## config.mk

```make
export PLATFORM = sky130hd
export DESIGN_NAME = sa_batch_feeder
export DESIGN_NICKNAME = d
export VERILOG_FILES = /design/src/rtl/sa_batch_feeder_pkg.sv /design/src/rtl/sa_batch_feeder_cnt.sv /design/src/rtl/sa_batch_feeder.sv
export SDC_FILE = /design/constraint.sdc
export NUM_CORES = 1
export LEC_CHECK = 0
export CORE_ASPECT_RATIO = 1.25
export CORE_UTILIZATION = 49
export DETAILED_ROUTE_END_ITERATION = 6
export GPL_ROUTABILITY_DRIVEN = 0
export HOLD_SLACK_MARGIN = 0.1
export PLACE_DENSITY = 0.79
export SLEW_MARGIN = 30
export SYNTH_ARGS = -nofsm -noshare
export SYNTH_HDL_FRONTEND = slang
export SYNTH_HIERARCHICAL = 1
export SYNTH_SLANG_ARGS = --single-unit
```

## constraint.sdc

```tcl
create_clock -name clk -period 2.5 [get_ports clk]
set_clock_uncertainty 0.05 [all_clocks]
set_input_delay 0.75 -clock clk [delete_from_list [all_inputs] [get_ports clk]]
set_output_delay 0.75 -clock clk [all_outputs]
set_load 0.01 [all_outputs]
```

## src/rtl/sa_batch_feeder_pkg.sv

```systemverilog
// Shared types and sizing helpers for the matrix batch feeder.
package sa_batch_feeder_pkg;

  typedef enum logic [2:0] {
    ST_IDLE,
    ST_PRIME,
    ST_STREAM,
    ST_DRAIN,
    ST_WAIT,
    ST_DONE
  } feed_state_t;

  // Rows sent per batch; DAT_D is expected to divide evenly by N_BATCH.
  function automatic int unsigned rows_per_batch(input int unsigned dat_d,
                                                 input int unsigned n_batch);
    return dat_d / n_batch;
  endfunction

  // Width able to hold 0..max_val.
  function automatic int unsigned cnt_width(input int unsigned max_val);
    return (max_val < 1) ? 1 : $clog2(max_val + 1);
  endfunction

endpackage

```

## src/rtl/sa_batch_feeder_cnt.sv

```systemverilog
// Loadable down-counter with zero flag; decrement saturates at zero.
module sa_batch_feeder_cnt #(
  parameter int unsigned CNT_W = 4
) (
  input  logic             clk,
  input  logic             rst,
  input  logic             load,
  input  logic [CNT_W-1:0] load_val,
  input  logic             dec,
  output logic             zero
);

  localparam logic [CNT_W-1:0] ONE = CNT_W'(1);

  logic [CNT_W-1:0] cnt;

  // Count register: load has priority over decrement.
  always_ff @(posedge clk) begin
    if (rst) begin
      cnt <= '0;
    end else if (load) begin
      cnt <= load_val;
    end else if (dec && (cnt != '0)) begin
      cnt <= cnt - ONE;
    end
  end

  assign zero = (cnt == '0);

endmodule

```

## src/rtl/sa_batch_feeder.sv

```systemverilog
// Streams a row-major matrix from a 1-cycle sync-read RAM into comb_SA in
// N_BATCH equal batches, collecting the AND of the per-batch r_A_and flags.
module sa_batch_feeder
  import sa_batch_feeder_pkg::*;
#(
  parameter int unsigned DAT_W    = 8,
  parameter int unsigned DAT_D    = 12,
  parameter int unsigned N_BATCH  = 3,
  parameter int unsigned GAP      = 10,
  parameter int unsigned WAIT_FIN = 1,
  parameter int unsigned ADDR_W   = $clog2(DAT_D)
) (
  input  logic              clk,
  input  logic              rst,
  input  logic              go,
  output logic              busy,
  output logic              done,
  output logic              rank_ok,
  output logic              fin_err,
  output logic [ADDR_W-1:0] mem_addr,
  output logic              mem_rden,
  input  logic [DAT_W-1:0]  mem_q,
  output logic              sa_start,
  output logic [DAT_W-1:0]  sa_data,
  output logic              sa_valid,
  input  logic              sa_finish,
  input  logic              sa_r_and
);

  localparam int unsigned ROWS  = rows_per_batch(DAT_D, N_BATCH);
  localparam int unsigned ROW_W = cnt_width(ROWS);
  localparam int unsigned GAP_W = cnt_width(GAP);
  localparam int unsigned BAT_W = (N_BATCH < 2) ? 1 : $clog2(N_BATCH);

  localparam logic [ROW_W-1:0]  ROW_LOAD   = ROW_W'(ROWS - 1);
  localparam logic [GAP_W-1:0]  GAP_LOAD   = GAP_W'(GAP - 1);
  localparam logic [ADDR_W-1:0] ADDR_ONE   = ADDR_W'(1);
  localparam logic [ADDR_W-1:0] ROWS_A     = ADDR_W'(ROWS);
  localparam logic [ADDR_W-1:0] FIRST_LAST = ADDR_W'(ROWS - 1);
  localparam logic [BAT_W-1:0]  BAT_ONE    = BAT_W'(1);
  localparam logic [BAT_W-1:0]  LAST_BATCH = BAT_W'(N_BATCH - 1);

  feed_state_t       state;
  feed_state_t       state_nxt;
  logic [BAT_W-1:0]  batch;
  logic [ADDR_W-1:0] last_addr;

  logic row_load;
  logic row_dec;
  logic row_zero;
  logic gap_load;
  logic gap_dec;
  logic gap_zero;
  logic wait_end;

  // Rows remaining in the current batch.
  sa_batch_feeder_cnt #(
    .CNT_W(ROW_W)
  ) u_row_cnt (
    .clk      (clk),
    .rst      (rst),
    .load     (row_load),
    .load_val (ROW_LOAD),
    .dec      (row_dec),
    .zero     (row_zero)
  );

  // Idle cycles remaining between batches when not waiting on sa_finish.
  sa_batch_feeder_cnt #(
    .CNT_W(GAP_W)
  ) u_gap_cnt (
    .clk      (clk),
    .rst      (rst),
    .load     (gap_load),
    .load_val (GAP_LOAD),
    .dec      (gap_dec),
    .zero     (gap_zero)
  );

  // State register.
  always_ff @(posedge clk) begin
    if (rst) begin
      state <= ST_IDLE;
    end else begin
      state <= state_nxt;
    end
  end

  // Next-state and counter control.
  // The gap count covers DRAIN plus WAIT, so WAIT_FIN=0 gives GAP+1 cycles
  // without sa_valid between the last row of one batch and the next first row.
  always_comb begin
    state_nxt = state;
    row_load  = 1'b0;
    row_dec   = 1'b0;
    gap_load  = 1'b0;
    gap_dec   = 1'b0;
    wait_end  = 1'b0;
    case (state)
      ST_IDLE: begin
        if (go) begin
          state_nxt = ST_PRIME;
        end
      end
      ST_PRIME: begin
        row_load  = 1'b1;
        state_nxt = ST_STREAM;
      end
      ST_STREAM: begin
        if (row_zero) begin
          gap_load  = 1'b1;
          state_nxt = ST_DRAIN;
        end else begin
          row_dec = 1'b1;
        end
      end
      ST_DRAIN: begin
        gap_dec   = 1'b1;
        state_nxt = ST_WAIT;
      end
      ST_WAIT: begin
        if (WAIT_FIN != 0) begin
          wait_end = sa_finish;
        end else begin
          wait_end = gap_zero;
          gap_dec  = 1'b1;
        end
        if (wait_end) begin
          state_nxt = (batch == LAST_BATCH) ? ST_DONE : ST_PRIME;
        end
      end
      ST_DONE: begin
        state_nxt = ST_IDLE;
      end
      default: begin
        state_nxt = ST_IDLE;
      end
    endcase
  end

  // Read address, stream data path, batch index and run status flags.
  // Reads run one cycle ahead of the captured row; the read of the batch's
  // last address drops rden so nothing past that address is fetched.
  always_ff @(posedge clk) begin
    if (rst) begin
      mem_addr  <= '0;
      mem_rden  <= 1'b0;
      sa_data   <= '0;
      sa_valid  <= 1'b0;
      sa_start  <= 1'b0;
      batch     <= '0;
      last_addr <= '0;
      rank_ok   <= 1'b1;
      fin_err   <= 1'b0;
    end else begin
      sa_start <= 1'b0;
      case (state)
        ST_IDLE: begin
          if (go) begin
            mem_addr  <= '0;
            mem_rden  <= 1'b1;
            batch     <= '0;
            last_addr <= FIRST_LAST;
            rank_ok   <= 1'b1;
            fin_err   <= 1'b0;
          end
        end
        ST_PRIME, ST_STREAM: begin
          if (mem_rden) begin
            if (mem_addr == last_addr) begin
              mem_rden <= 1'b0;
            end else begin
              mem_addr <= mem_addr + ADDR_ONE;
            end
          end
          if (state == ST_STREAM) begin
            sa_data  <= mem_q;
            sa_valid <= 1'b1;
            sa_start <= ~sa_valid;
          end
          if (sa_finish) begin
            fin_err <= 1'b1;
          end
        end
        ST_DRAIN: begin
          sa_valid <= 1'b0;
        end
        ST_WAIT: begin
          if (wait_end) begin
            rank_ok <= rank_ok & sa_r_and;
            if (batch != LAST_BATCH) begin
              batch     <= batch + BAT_ONE;
              mem_rden  <= 1'b1;
              mem_addr  <= last_addr + ADDR_ONE;
              last_addr <= last_addr + ROWS_A;
            end
          end
        end
        default: begin
        end
      endcase
    end
  end

  assign busy = (state != ST_IDLE);
  assign done = (state == ST_DONE);

endmodule

```

==> run_results.csv, run 1 <==
group,metric,value,unit
floorplan,die_w,49.3,um
power_and_ir_drop,p_leak,0.672,nW
synth,synth.cell_area,1370,um^2
global_routing,grt_remaining_overflow,0,
global_routing,grt_use_total,21.8,%
layout,multi_input_area,739,um^2
placement,dp_cells,231,
synth,yosysTopAreaCell,"dfxtp_1",
synth,syn_inst,167,
synth,synth_xor_area_share,4.47,%
global_routing,grt_pass1_vias,1160,
synth,synthSimpleGateAreaFrac,26.0,%
critical_path,r2r_cells,5,
status,status,"finished clean",
layout,diodes,0,
floorplan,dieArea,3020,um^2
critical_path,end_kind,"output port",
synth,synthMuxAreaShare,2.19,%
job,cap_violations,0,
critical_path,startpoint,"state[1]$_SDFFE_PP0P_",
critical_path,crit_fanout,9,
power_and_ir_drop,irDropWorstVdd,0.469,mV
layout,nNetsFinal,219,
synth,synth_largest_type_area_fraction,40.9,%
placement,io_buffers,31,
timing,final_hold_viol_count,0,
detailed_routing,drc_errors,0,
hold_path,worstHoldStart,"sa_valid$_SDFFE_PP0P_",
layout,syn2layout_area_growth,30.4,%
critical_path,cp.arrival,1600,ps
timing,max_freq,417,MHz
synth,ys_types,35,
clock_network,cts_buffer_depth,2,
detailed_routing,firstDrtPassIters,4,
clock_network,clkSinkCount,28,
timing,fin_setup_tns,0,ps
hold_path,min_delay_path_depth,1,
clock_network,cts.root.buffer_cell,"clkbuf_4",
floorplan,start_util,51.2,%
clock_network,clock_latency,330,ps
detailed_routing,first_iter_violations,23,
synth,synth_adder_area_share,3.65,%
critical_path,r2r_start,"state[2]$_SDFFE_PP0P_",
layout,seq_area,564,um^2
floorplan,num_rows,21,
synth,synth_compound_area_share,16.4,%
power_and_ir_drop,power_density,613,nW/um^2
detailed_routing,drt_wl_total,3.04,mm
critical_path,path_class,"flop to output port",
synth,synthArstFlopShare,0,%
hold_path,hold_path_class,"flop to flop",
timing,setup_viol,0,
critical_path,critPathLaunchType,"flop",
synth,synth_top_family_by_area,"simple AND/OR/NAND/NOR gates",
timing,period_minus_slack,2400,ps
layout,fill_cells,243,
clock_network,cts_tree,"done",
clock_network,postCtsSetupBuffers,0,
synth,synth_seq_area_share,40.9,%
global_routing,antenna_found_initial,0,
synth,synth-edff-count,0,
synth,syn_area_per_cell,8.21,um^2
detailed_routing,vias_per_cell,5.40,
power_and_ir_drop,finalPower,1.10,mW
detailed_routing,ant_nets,0,
timing,maxSlewHeadroom,47.6,%
layout,final_cells,235,
detailed_routing,wl_per_cell,12.9,um
clock_network,cts_hold_buf,0,
timing,drv_slew,0,
floorplan,core-area,2680,um^2
timing,tightestPinTransition,785,ps
timing,holdWs,417,ps
timing,final.period_utilization,96.0,%
detailed_routing,vias,1269,
synth,ys_top_cells_by_area,"dfxtp_1 (41%), nand2_1 (7.9%), a21oi_1 (6.2%), xnor2_1 (3.8%), ha_1 (3.6%)",
synth,synth_flop_cell,"dfxtp_1",
critical_path,crit_required,1700,ps
floorplan,die_h,61.1,um
layout,drive_above_1_share,10.9,%
clock_network,clkTransAtPathRegs,150,ps
clock_network,cts_buffers,3,
global_routing,grt_max_degree,18,
placement,hpwl,2.32,mm
floorplan,pin_count,32,
clock_network,cts_max_level,1,
timing,rsz0062_at_grt,"false",
synth,ys_warn_count,6,
synth,ys_ff_latch,28,
global_routing,grt_pass1_wl,5.03,mm
where the power goes:
part	total, mW	switching, mW	leakage, nW	internal, mW
clock	0.297	0.135	0.0279	0.162
combinational	0.278	0.138	0.415	0.140
sequential	0.521	0.0382	0.229	0.483
total	1.10	0.311	0.672	0.785
cell type report:
class,instances,share of cell area (%)
clock buffers,3,1.26
clock inverters,1,1.68
inverters,9,1.89
multi-input cells,123,41.4
flip-flops and latches,28,31.6
well taps,34,2.38
repair buffers,37,19.9
Yosys cell counts, types with 4 or more instances:
library cell	n
nor3_1	8
o21ai_0	5
a31oi_1	4
a22o_1	4
ha_1	4
a21oi_1	17
clkbuf_1	5
nor2_1	13
inv_1	9
nand2_1	29
dfxtp_1	28
xnor2_1	6
metal layers:
layer	share of wire (%)	wire length (um)	global-route usage (%)	vias to the layer above
li1	-	-	-	635
met1	43	1300	24.2	580
met2	51	1560	40.1	44
met3	3.6	108	2.72	10
met4	2.5	76	13.4	0
met5	0	0	0	-
flip-flops by register name (all words and copies together), names as in the netlist:
| signal | cells |
|---|---|
| mem_addr | 4 |
| last_addr | 3 |
| batch | 2 |
| rank_ok | 1 |
| state | 3 |
| sa_start | 1 |
| fin_err | 1 |
| sa_data | 8 |
| mem_rden | 1 |
| u_row_cnt/cnt | 3 |
| sa_valid | 1 |
critical path, stage by stage (launching register included):
cell and delay (ps):
dfxtp_2 410, inv_1 150, and3_1 180, clkdlybuf4s50_1 540
layout by cell type, fill, tap and decap left out, drive strengths merged, types with 3 or more instances in the layout:
cell type | synthesis | routed
a21oi | 18 | 18
a22o | 4 | 4
a31oi | 4 | 4
buf | 3 | 6
clkbuf | 5 | 3
clkdlybuf4s50 | 0 | 31
conb | 2 | 3
dfxtp | 28 | 28
ha | 4 | 4
inv | 9 | 9
mux2i | 3 | 3
nand2 | 29 | 29
nor2 | 13 | 13
nor3 | 11 | 11
o21ai | 5 | 5
or3 | 4 | 4
xnor2 | 6 | 6
what timing repair did:
| item | CTS | global route |
|---|---|---|
| endpoints found under the setup margin | 2 | 2 |
| resized for setup | 1 | 3 |
| cloned | 0 | 0 |
| pin swaps | 0 | 0 |
cells by family (layout without fill, tap and decap cells):
group / count (synthesis) / after routing
compound gates: 36 / 36
xor+xnor: 7 / 7
fa+ha+maj: 4 / 4
buf+inv: 17 / 50
flops: 28 / 28
mux: 3 / 3
other cells: 2 / 3
simple gates: 70 / 70
stage by stage:
step / area [um^2] / setup slack (ps) / utilization, %
global placement: 1730 / 137 / 64.4
finish: 1790 / 101 / 66.7
detailed placement: 1730 / 85.1 / 64.4
global route: 1790 / 29.9 / 66.7
floorplan: 1380 / 602 / -
CTS: 1780 / 0.980 / 66.4
path summary, 6_finish.rpt:
path                         endpoint  slack [ps]
max reg2reg  mem_addr[2]$_SDFFE_PP0P_         440
min reg2reg       sa_start$_SDFF_PP0_         420
min               sa_start$_SDFF_PP0_         420
max                              done         100
No activity file was read; power rests on OpenSTA's default activity.
==> run 2, diff against run 1 <==
CAP_MARGIN = 20   (was not set)
PLACE_DENSITY = 0.89   (was 0.79)
==> run 2 against run 1 <==
Net effect: first-iteration DRC count rose by 30%; core utilization fell by 1.4 points; power fell by 10%; maximum frequency rose by 0.83%; routed wire length rose by 2.7%; via count rose by 1.6%; sequential power barely moved; combinational power rose by 2%; sequential cell count did not move; non-clock buffer count did not move; clock power fell by 38%; register-to-register slack got worse by 30 ps.
==> run_results.csv, run 2 (synthesis results as in run 1) <==
group,metric,value,unit
global_routing,grt_pass1_vias,1207,
power_and_ir_drop,power_density,562,nW/um^2
timing,final_hold_viol_count,0,
timing,rsz0062_at_grt,"false",
floorplan,num_rows,21,
timing,period_minus_slack,2380,ps
clock_network,cts_buffers,3,
timing,setup_viol,0,
layout,fill_cells,236,
power_and_ir_drop,seqPwrFrac,52.6,%
global_routing,grt_pass1_wl,5.40,mm
layout,multi_input_area,734,um^2
layout,drive_above_1_share,10.0,%
detailed_routing,vias,1289,
job,cap_violations,0,
clock_network,clkTransAtPathRegs,140,ps
critical_path,crit_fanout,15,
global_routing,grt_remaining_overflow,0,
power_and_ir_drop,p_leak,0.656,nW
clock_network,cts_buffer_depth,2,
layout,largest_reg_flops,8,
critical_path,end_kind,"output port",
hold_path,hold_path_class,"flop to flop",
detailed_routing,drt_wl_total,3.12,mm
global_routing,grt_max_degree,23,
floorplan,start_util,51.2,%
power_and_ir_drop,swShare,31.0,%
detailed_routing,drc_errors,0,
timing,drv_slew,0,
clock_network,cts_max_level,1,
critical_path,cp.arrival,1580,ps
critical_path,crit_required,1700,ps
layout,mostFrequentLayoutCell,"clkdlybuf4s50_1",
layout,seq_area,563,um^2
placement,placed_cell_area,1730,um^2
timing,final.period_utilization,95.2,%
clock_network,cts.root.buffer_cell,"clkbuf_4",
floorplan,die_w,49.3,um
layout,diodes,0,
layout,fin_area,1750,um^2
power_and_ir_drop,irDropWorstVdd,0.560,mV
timing,tightestPinTransition,728,ps
power_and_ir_drop,pwr-share-clk,18.6,%
timing,holdWs,420,ps
detailed_routing,ant_nets,0,
timing,fin_setup_tns,0,ps
hold_path,min_delay_path_depth,2,
global_routing,grt_use_total,23.6,%
power_and_ir_drop,p_int,0.680,mW
placement,hpwl,2.30,mm
floorplan,die_h,61.1,um
power_and_ir_drop,p_switching,0.306,mW
layout,final_cell_mix,"clkdlybuf4s50_1 (31), nand2_1 (29), dfxtp_1 (26), a21oi_1 (17), nor2_1 (13)",
timing,max_freq,420,MHz
clock_network,cts_tree,"done",
layout,top_register,"sa_data",
timing,maxSlewHeadroom,51.4,%
power_and_ir_drop,finalPower,0.985,mW
clock_network,clkSinkCount,28,
critical_path,path_class,"flop to output port",
placement,io_buffers,31,
status,status,"finished clean",
power_and_ir_drop,power.share.combinational,28.8,%
floorplan,core-area,2680,um^2
detailed_routing,vias_per_cell,5.51,
detailed_routing,wl_per_cell,13.3,um
layout,largest_registers,"sa_data (8), mem_addr (4)",
clock_network,clock_latency,320,ps
layout,syn2layout_area_growth,27.7,%
critical_path,r2r_cells,6,
clock_network,postCtsSetupBuffers,0,
global_routing,antenna_found_initial,0,
detailed_routing,first_iter_violations,30,
detailed_routing,firstDrtPassIters,4,
layout,nNetsFinal,219,
floorplan,dieArea,3020,um^2
floorplan,pin_count,32,
critical_path,critPathLaunchType,"flop",
run 2: cell types whose count changed in the layout (fill, tap and decap cells not counted), sizes merged:
cell	previous run	this run
bufinv	1	0
run 2: per-stage QoR:
stage                     setup WS [ps]  utilization (%)  std cells
after floorplan                     602                -        168
after global placement              138             64.4        231
after detailed placement           76.0             64.4        231
after CTS                          97.1             65.4        234
after global routing               35.6             65.4        234
final                               120             65.4        234
run 2: critical path, stage by stage (launching register included):
cell,delay [ps]
dfxtp_2,500
and3_1,200
clkdlybuf4s50_1,550
run 2: area by class of cell:
class / instances / share of cell area (%)
timing repair buffer: 37 / 20.3
clock buffer: 3 / 1.29
tap: 34 / 2.43
inverter: 9 / 1.93
multi-input combinational: 123 / 41.9
sequential: 28 / 32.1
run 2: final timing paths:
| kind | startpoint | to | slack, ps |
|---|---|---|---|
| max | state[2]$_SDFFE_PP0P_ | done | 120 |
| min | sa_data[5]$_SDFFE_PP0P_ | sa_data[5]$_SDFFE_PP0P_ | 420 |
| max reg2reg | state[0]$_SDFFE_PP0P_ | mem_addr[2]$_SDFFE_PP0P_ | 410 |
| min reg2reg | sa_data[5]$_SDFFE_PP0P_ | sa_data[5]$_SDFFE_PP0P_ | 420 |
run 2: repair_timing:
item,CTS,global route
hold buffers,0,0
setup endpoints to repair,2,1
resized for setup,2,1
run 2: power by group through the flow:
stage	registers (mW)	clock network (mW)	logic, mW
2_1_floorplan	0.521	0	0.167
6_report	0.518	0.183	0.284
4_1_cts	0.516	0.189	0.284
5_1_grt	0.524	0.208	0.315
3_3_place_gp	0.522	0	0.268
3_5_place_dp	0.525	0	0.282
run 2: per-layer routing:
layer	up-vias	part of all wire, %	global-route usage [%]
met2	38	52	42.9
met4	0	2.4	11.8
li1	638	-	-
met3	10	3.6	3.70
met1	603	42	27.2
met5	-	0	0
